**config.mk**
```make
export PLATFORM = sky130hd
export DESIGN_NAME = wb_arbiter
export DESIGN_NICKNAME = d
export VERILOG_FILES = /design/src/rtl/raisin64_pkg.sv /design/src/rtl/rr_arbiter.sv /design/src/rtl/wb_arbiter.sv
export SDC_FILE = /design/constraint.sdc
export NUM_CORES = 1
export LEC_CHECK = 0
export ABC_AREA = 1
export CAP_MARGIN = 10
export CORE_MARGIN = 8
export CORE_UTILIZATION = 40
export CTS_BUF_LIST = sky130_fd_sc_hd__clkbuf_16
export DETAILED_ROUTE_END_ITERATION = 16
export PLACE_DENSITY = 0.77
export RECOVER_POWER = 25
export REMOVE_ABC_BUFFERS = 1
export SETUP_SLACK_MARGIN = 0.5
export SLEW_MARGIN = 30
export SYNTH_ARGS = -nofsm -noshare
export SYNTH_HDL_FRONTEND = slang
export SYNTH_SLANG_ARGS = --single-unit
```
**constraint.sdc**
```tcl
create_clock -name clk -period 5.25 [get_ports clk]
set_input_delay 1.05 -clock clk [delete_from_list [all_inputs] [get_ports clk]]
set_output_delay 1.05 -clock clk [all_outputs]
set_load 0.02 [all_outputs]
```
**src/rtl/raisin64_pkg.sv**
```systemverilog
// raisin64_pkg: constants and encodings shared across the Raisin64 core.
//   RN_W      - register-number width (pending table, register file, writeback)
//   DATA_W    - datapath/result width
//   NUM_EU    - number of execution units that feed writeback
//   unit_e    - execution-unit index encoding used for writeback slots
package raisin64_pkg;

   localparam int unsigned RN_W   = 7;
   localparam int unsigned DATA_W = 64;
   localparam int unsigned NUM_EU = 4;

   typedef enum logic [1:0] {
      UnitAlu0   = 2'd0,
      UnitAlu1   = 2'd1,
      UnitMem    = 2'd2,
      UnitMulDiv = 2'd3
   } unit_e;

endpackage

```
**src/rtl/rr_arbiter.sv**
```systemverilog
// rr_arbiter: round-robin arbiter with a registered last-grant pointer.
//   clk        in   core clock
//   rst_n      in   asynchronous active-low reset
//   req        in   N request lines
//   advance    in   commit the current grant (moves the pointer)
//   grant      out  one-hot grant, combinational from req and pointer
//   grant_idx  out  binary index of the granted requester
module rr_arbiter #(
   parameter int unsigned N = 4,
   localparam int unsigned IW = (N > 1) ? $clog2(N) : 1
) (
   input  logic          clk,
   input  logic          rst_n,
   input  logic [N-1:0]  req,
   input  logic          advance,
   output logic [N-1:0]  grant,
   output logic [IW-1:0] grant_idx
);

   logic [IW-1:0] r_last;
   logic [IW-1:0] w_k;
   logic [IW-1:0] w_idx;
   logic [N-1:0]  w_grant;
   logic          w_found;

   // Search starts one past the last winner and wraps, so the last winner
   // is the lowest priority this cycle.
   always_comb begin
      w_grant = '0;
      w_idx   = '0;
      w_found = 1'b0;
      w_k     = '0;
      for (int unsigned off = 1; off <= N; off++) begin
         w_k = IW'((32'(r_last) + off) % N);
         if (!w_found && req[w_k]) begin
            w_found        = 1'b1;
            w_idx          = w_k;
            w_grant[w_k]   = 1'b1;
         end
      end
   end

   // Reset pointer to N-1 so requester 0 wins first.
   always_ff @(posedge clk or negedge rst_n) begin
      if (!rst_n) begin
         r_last <= IW'(N - 1);
      end else if (advance && w_found) begin
         r_last <= w_idx;
      end
   end

   assign grant     = w_grant;
   assign grant_idx = w_idx;

endmodule

```
**src/rtl/wb_arbiter.sv**
```systemverilog
// wb_arbiter: writeback arbiter. Each execution unit has a one-entry holding
// buffer; held entries are granted round-robin onto the single register-file
// write port, which also drives the pending-table free request.
//   clk       in   core clock
//   rst_n     in   asynchronous active-low reset
//   eu_valid  in   per-unit result valid
//   eu_rn     in   per-unit destination register, unit i at [i*RN_W +: RN_W]
//   eu_data   in   per-unit result, unit i at [i*DATA_W +: DATA_W]
//   eu_ready  out  per-unit holding buffer can accept this cycle
//   rf_we     out  register-file write enable (registered)
//   rf_rn     out  register-file write address (registered)
//   rf_data   out  register-file write data (registered)
//   free_rn   out  pending-table free register, 0 when no write (registered)
module wb_arbiter
   import raisin64_pkg::*;
#(
   parameter int unsigned NUM_UNITS = NUM_EU,
   parameter int unsigned DATA_W    = raisin64_pkg::DATA_W,
   parameter int unsigned RN_W      = raisin64_pkg::RN_W
) (
   input  logic                        clk,
   input  logic                        rst_n,
   input  logic [NUM_UNITS-1:0]        eu_valid,
   input  logic [NUM_UNITS*RN_W-1:0]   eu_rn,
   input  logic [NUM_UNITS*DATA_W-1:0] eu_data,
   output logic [NUM_UNITS-1:0]        eu_ready,
   output logic                        rf_we,
   output logic [RN_W-1:0]             rf_rn,
   output logic [DATA_W-1:0]           rf_data,
   output logic [RN_W-1:0]             free_rn
);

   localparam int unsigned IW = (NUM_UNITS > 1) ? $clog2(NUM_UNITS) : 1;

   logic [NUM_UNITS-1:0] w_held;
   logic [NUM_UNITS-1:0] w_grant;
   logic [NUM_UNITS-1:0] w_ready;
   logic [NUM_UNITS-1:0] w_load;
   logic [IW-1:0]        w_grant_idx;
   logic                 w_any_grant;
   logic [RN_W-1:0]      w_rn   [NUM_UNITS];
   logic [DATA_W-1:0]    w_data [NUM_UNITS];
   logic [RN_W-1:0]      w_sel_rn;
   logic [DATA_W-1:0]    w_sel_data;

   logic                 r_rf_we;
   logic [RN_W-1:0]      r_rf_rn;
   logic [DATA_W-1:0]    r_rf_data;
   logic [RN_W-1:0]      r_free_rn;

   // A granted slot drains at this edge, so it may refill at the same edge.
   assign w_ready  = ~w_held | w_grant;
   assign w_load   = eu_valid & w_ready;
   assign eu_ready = w_ready;

   rr_arbiter #(
      .N (NUM_UNITS)
   ) u_rr (
      .clk       (clk),
      .rst_n     (rst_n),
      .req       (w_held),
      .advance   (w_any_grant),
      .grant     (w_grant),
      .grant_idx (w_grant_idx)
   );

   assign w_any_grant = |w_grant;

   for (genvar gi = 0; gi < NUM_UNITS; gi++) begin : g_buf
      logic              r_held;
      logic [RN_W-1:0]   r_rn;
      logic [DATA_W-1:0] r_data;

      always_ff @(posedge clk or negedge rst_n) begin
         if (!rst_n) begin
            r_held <= 1'b0;
            r_rn   <= '0;
            r_data <= '0;
         end else if (w_load[gi]) begin
            r_held <= 1'b1;
            r_rn   <= eu_rn[gi*RN_W +: RN_W];
            r_data <= eu_data[gi*DATA_W +: DATA_W];
         end else if (w_grant[gi]) begin
            r_held <= 1'b0;
         end
      end

      assign w_held[gi] = r_held;
      assign w_rn[gi]   = r_rn;
      assign w_data[gi] = r_data;
   end

   assign w_sel_rn   = w_rn[w_grant_idx];
   assign w_sel_data = w_data[w_grant_idx];

   always_ff @(posedge clk or negedge rst_n) begin
      if (!rst_n) begin
         r_rf_we   <= 1'b0;
         r_rf_rn   <= '0;
         r_rf_data <= '0;
         r_free_rn <= '0;
      end else if (w_any_grant) begin
         // Register 0 results drain silently: no write, and free_rn is
         // already 0 because the selected rn is 0.
         r_rf_we   <= (w_sel_rn != '0);
         r_rf_rn   <= w_sel_rn;
         r_rf_data <= w_sel_data;
         r_free_rn <= w_sel_rn;
      end else begin
         r_rf_we   <= 1'b0;
         r_free_rn <= '0;
      end
   end

   assign rf_we   = r_rf_we;
   assign rf_rn   = r_rf_rn;
   assign rf_data = r_rf_data;
   assign free_rn = r_free_rn;

endmodule

```
==> results of run 1 <==
==> cell families after synthesis <==
group	count (synthesis)
buffers and inverters	231
DFF	369
and+or+nand+nor	1113
adders and majority gates	8
AOI/OAI and AO/OA	346
==> through the flow <==
stage / hold slack [ns] / instances / setup slack [ns]
2_1_floorplan: 0.4367 / 1920 / -0.3119
3_3_place_gp: 0.4481 / 2851 / 0.9791
3_5_place_dp: 0.4533 / 2852 / 0.9309
4_1_cts: 0.4673 / 2921 / 0.6576
5_1_grt: 0.4844 / 2924 / 0.4317
6_report: 0.4665 / 2925 / 0.6207
==> metal layers <==
layer	share of wire, %	track usage [%]
met4	3.3	9.298
met5	0.044	0
met1	41	29.50
met2	47	36.60
met3	8.3	5.343
==> cell type report <==
cell class              instances  area share [%]
clock buffers                  43           4.894
multi-input cells            1467           29.98
diodes                          2         0.02276
well taps                     539           3.067
inverters                      84           1.451
repair buffers                395           17.98
clock inverters                26          0.6032
flip-flops and latches        369           42.01
==> worst max-delay path, stage by stage (launching register included) <==
cell and delay (ns):
dfstp_2 0.67, inv_2 0.15, ha_1 0.42, inv_1 0.12, nand2_2 0.11, nand2_4 0.08, inv_2 0.07, nand2_1 0.06
nor2_2 0.11, nand2_1 0.12, o21ai_2 0.17, or2_1 0.28, clkdlybuf4s50_1 0.67
==> synthesized netlist by cell type (all sizes together) <==
| cell type | count | area [sq um] |
|---|---|---|
| nand2 | 711 | 2704 |
| dfrtp | 367 | 9184 |
| nand3 | 243 | 1226 |
| o21ai | 208 | 1045 |
| nor2 | 143 | 541.8 |
| a21oi | 135 | 792.0 |
| buf | 104 | 579.3 |
| inv | 84 | 317.8 |
| clkbuf | 43 | 165.1 |
| nand4 | 12 | 75.07 |
| ha | 8 | 100.1 |
| or2 | 4 | 25.02 |
| dfstp | 2 | 52.55 |
| a21boi | 1 | 7.510 |
| o221ai | 1 | 8.760 |
| o2bb2ai | 1 | 8.760 |
==> state kept, by name (all words and copies together) (netlist names) <==
register / flops
g_buf.r_data: 256
rf_data: 64
g_buf.r_rn: 28
free_rn: 7
rf_rn: 7
g_buf.r_held: 4
u_rr.r_last: 2
rf_we: 1
==> path summary, 6_finish.rpt <==
| kind | end | startpoint | slack (ns) |
|---|---|---|---|
| setup / recovery | eu_ready[2] | u_rr.r_last[0] | 0.62 |
| hold / removal | g_buf[0].r_data[37] | g_buf[0].r_data[37] | 0.47 |
| setup reg to reg | rf_we | u_rr.r_last[0] | 0.92 |
| hold reg to reg | g_buf[0].r_data[37] | g_buf[0].r_data[37] | 0.47 |
| max in group asynchronous | g_buf[3].r_data[63] | rst_n | 1.07 |
| min in group asynchronous | rf_data[39] | rst_n | 1.10 |
==> flow_metrics.tcl, run 1 <==
set metrics [dict create \
    maxCapViolations 4 \
    io_buffers 372 \
    worst_ep_arrival_time_ns 3.58 \
    routed_wl_um 56720 \
    clock_skew_ns 0.01488 \
    synth_xor_area_share_pct 0 \
    postCtsHoldBufs 0 \
    area_growth_syn_to_layout_pct 30.63 \
    drtAntennaViolNets 0 \
    grt_max_degree 208 \
    drt-initial-drc-count 1515 \
    layout_commonest_cell "nand2_1" \
    grt_pass1_wl_um 90510 \
    hpwl_um 34990 \
    startpoint_type "register" \
    relSlewSlack_pct -46.88 \
    path_clk_slew_ns 0.06 \
    fin_area_sq_mm 0.02199 \
    min_period_ns 4.629 \
    via_per_inst 5.400 \
    drcViolationCount 0 \
    global_route.overflow_total 0 \
    crit_fanout 11 \
    core_area_sq_mm 0.04176 \
    final_cell_mix "nand2_1, dfrtp_1, clkdlybuf4s50_1" \
    yosysSeqAreaShare_pct 54.87 \
    ys.warnings.count 0 \
    dpl_cell_area_sq_mm 0.02077 \
    violations "capacitance limit, slew limit" \
    netlist_area_sq_mm 0.01683 \
    clockBufferDepth 3 \
    numCtsBuffers 41 \
    multi_input_area_sq_mm 0.006591 \
    initial_core_util_pct 40.31 \
    drt-wirelength-per-cell_um 19.39 \
    synth-simple-area-share_pct 27.16 \
    die_x_um 221.1 \
    synth_mux_area_share_pct 0 \
    dieArea_sq_mm 0.04890 \
    antenna_found_initial 4 \
    setup_violations 0 \
    clock_sinks 369 \
    synth_cell_type_count 30 \
    rows 75 \
    fin_tns_setup_ns 0 \
    synth_fa_ha_area_share_pct 0.5947 \
    ys_ff_latch 369 \
    period_share_pct 88.18 \
    vias 15800 \
    clockRootBuffer "clkbuf_16" \
    place.gp.congestion 0.8837 \
    nNetsFinal 2656 \
    crit_required_ns 4.20 \
    synth_cells 2067 \
    clock_latency_ns 0.55 \
    grt_pass1_vias 16580 \
    hold_depth 2 \
    grtUsageTotal_pct 22.79 \
    die-height_um 221.1 \
    synth_top_family_by_area "simple AND/OR/NAND/NOR gates" \
    syn_avg_cell_area_sq_um 8.143 \
    cts_resized 0 \
    worstSetupPathType "reg2out" \
    regArea_sq_mm 0.009236 \
    synth-compound-area-share_pct 11.06 \
    tightest_slew_ns 2.203 \
    cts_tree "built" \
    hold_class "reg2reg" \
    status "finished, violations left" \
    reg2reg_depth 15 \
    drt_pass1_iterations 6 \
    fillers 3781 \
    cts_setup_buffers 0 \
    drive_gt1_share_pct 5.831 \
    fin_util_pct 52.66 \
    h-tree-depth 2 \
    hold_viol 0 \
    num_io_pins 373 \
    rsz0062_at_grt "false" \
    fmax_mhz 216.0 \
    critPathCaptureType "primary output" \
    slew_viol_final 227 \
]
Power of run 1 is not shown: default switching activity piles up to over one toggle a cycle in this logic, so the estimate is an artifact.
==> run 2: changes to the inputs <==
--- a/config.mk
+++ b/config.mk
@@ -10,6 +10,7 @@
 export CORE_MARGIN = 8
 export CORE_UTILIZATION = 40
 export CTS_BUF_LIST = sky130_fd_sc_hd__clkbuf_16
+export CTS_CLUSTER_DIAMETER = 200
 export DETAILED_ROUTE_END_ITERATION = 16
 export PLACE_DENSITY = 0.77
 export RECOVER_POWER = 25
==> results of run 2 <==
No change in the layout: final DEF, timing and power equal those of run 1.
Power of run 2 is left out for the same reason.
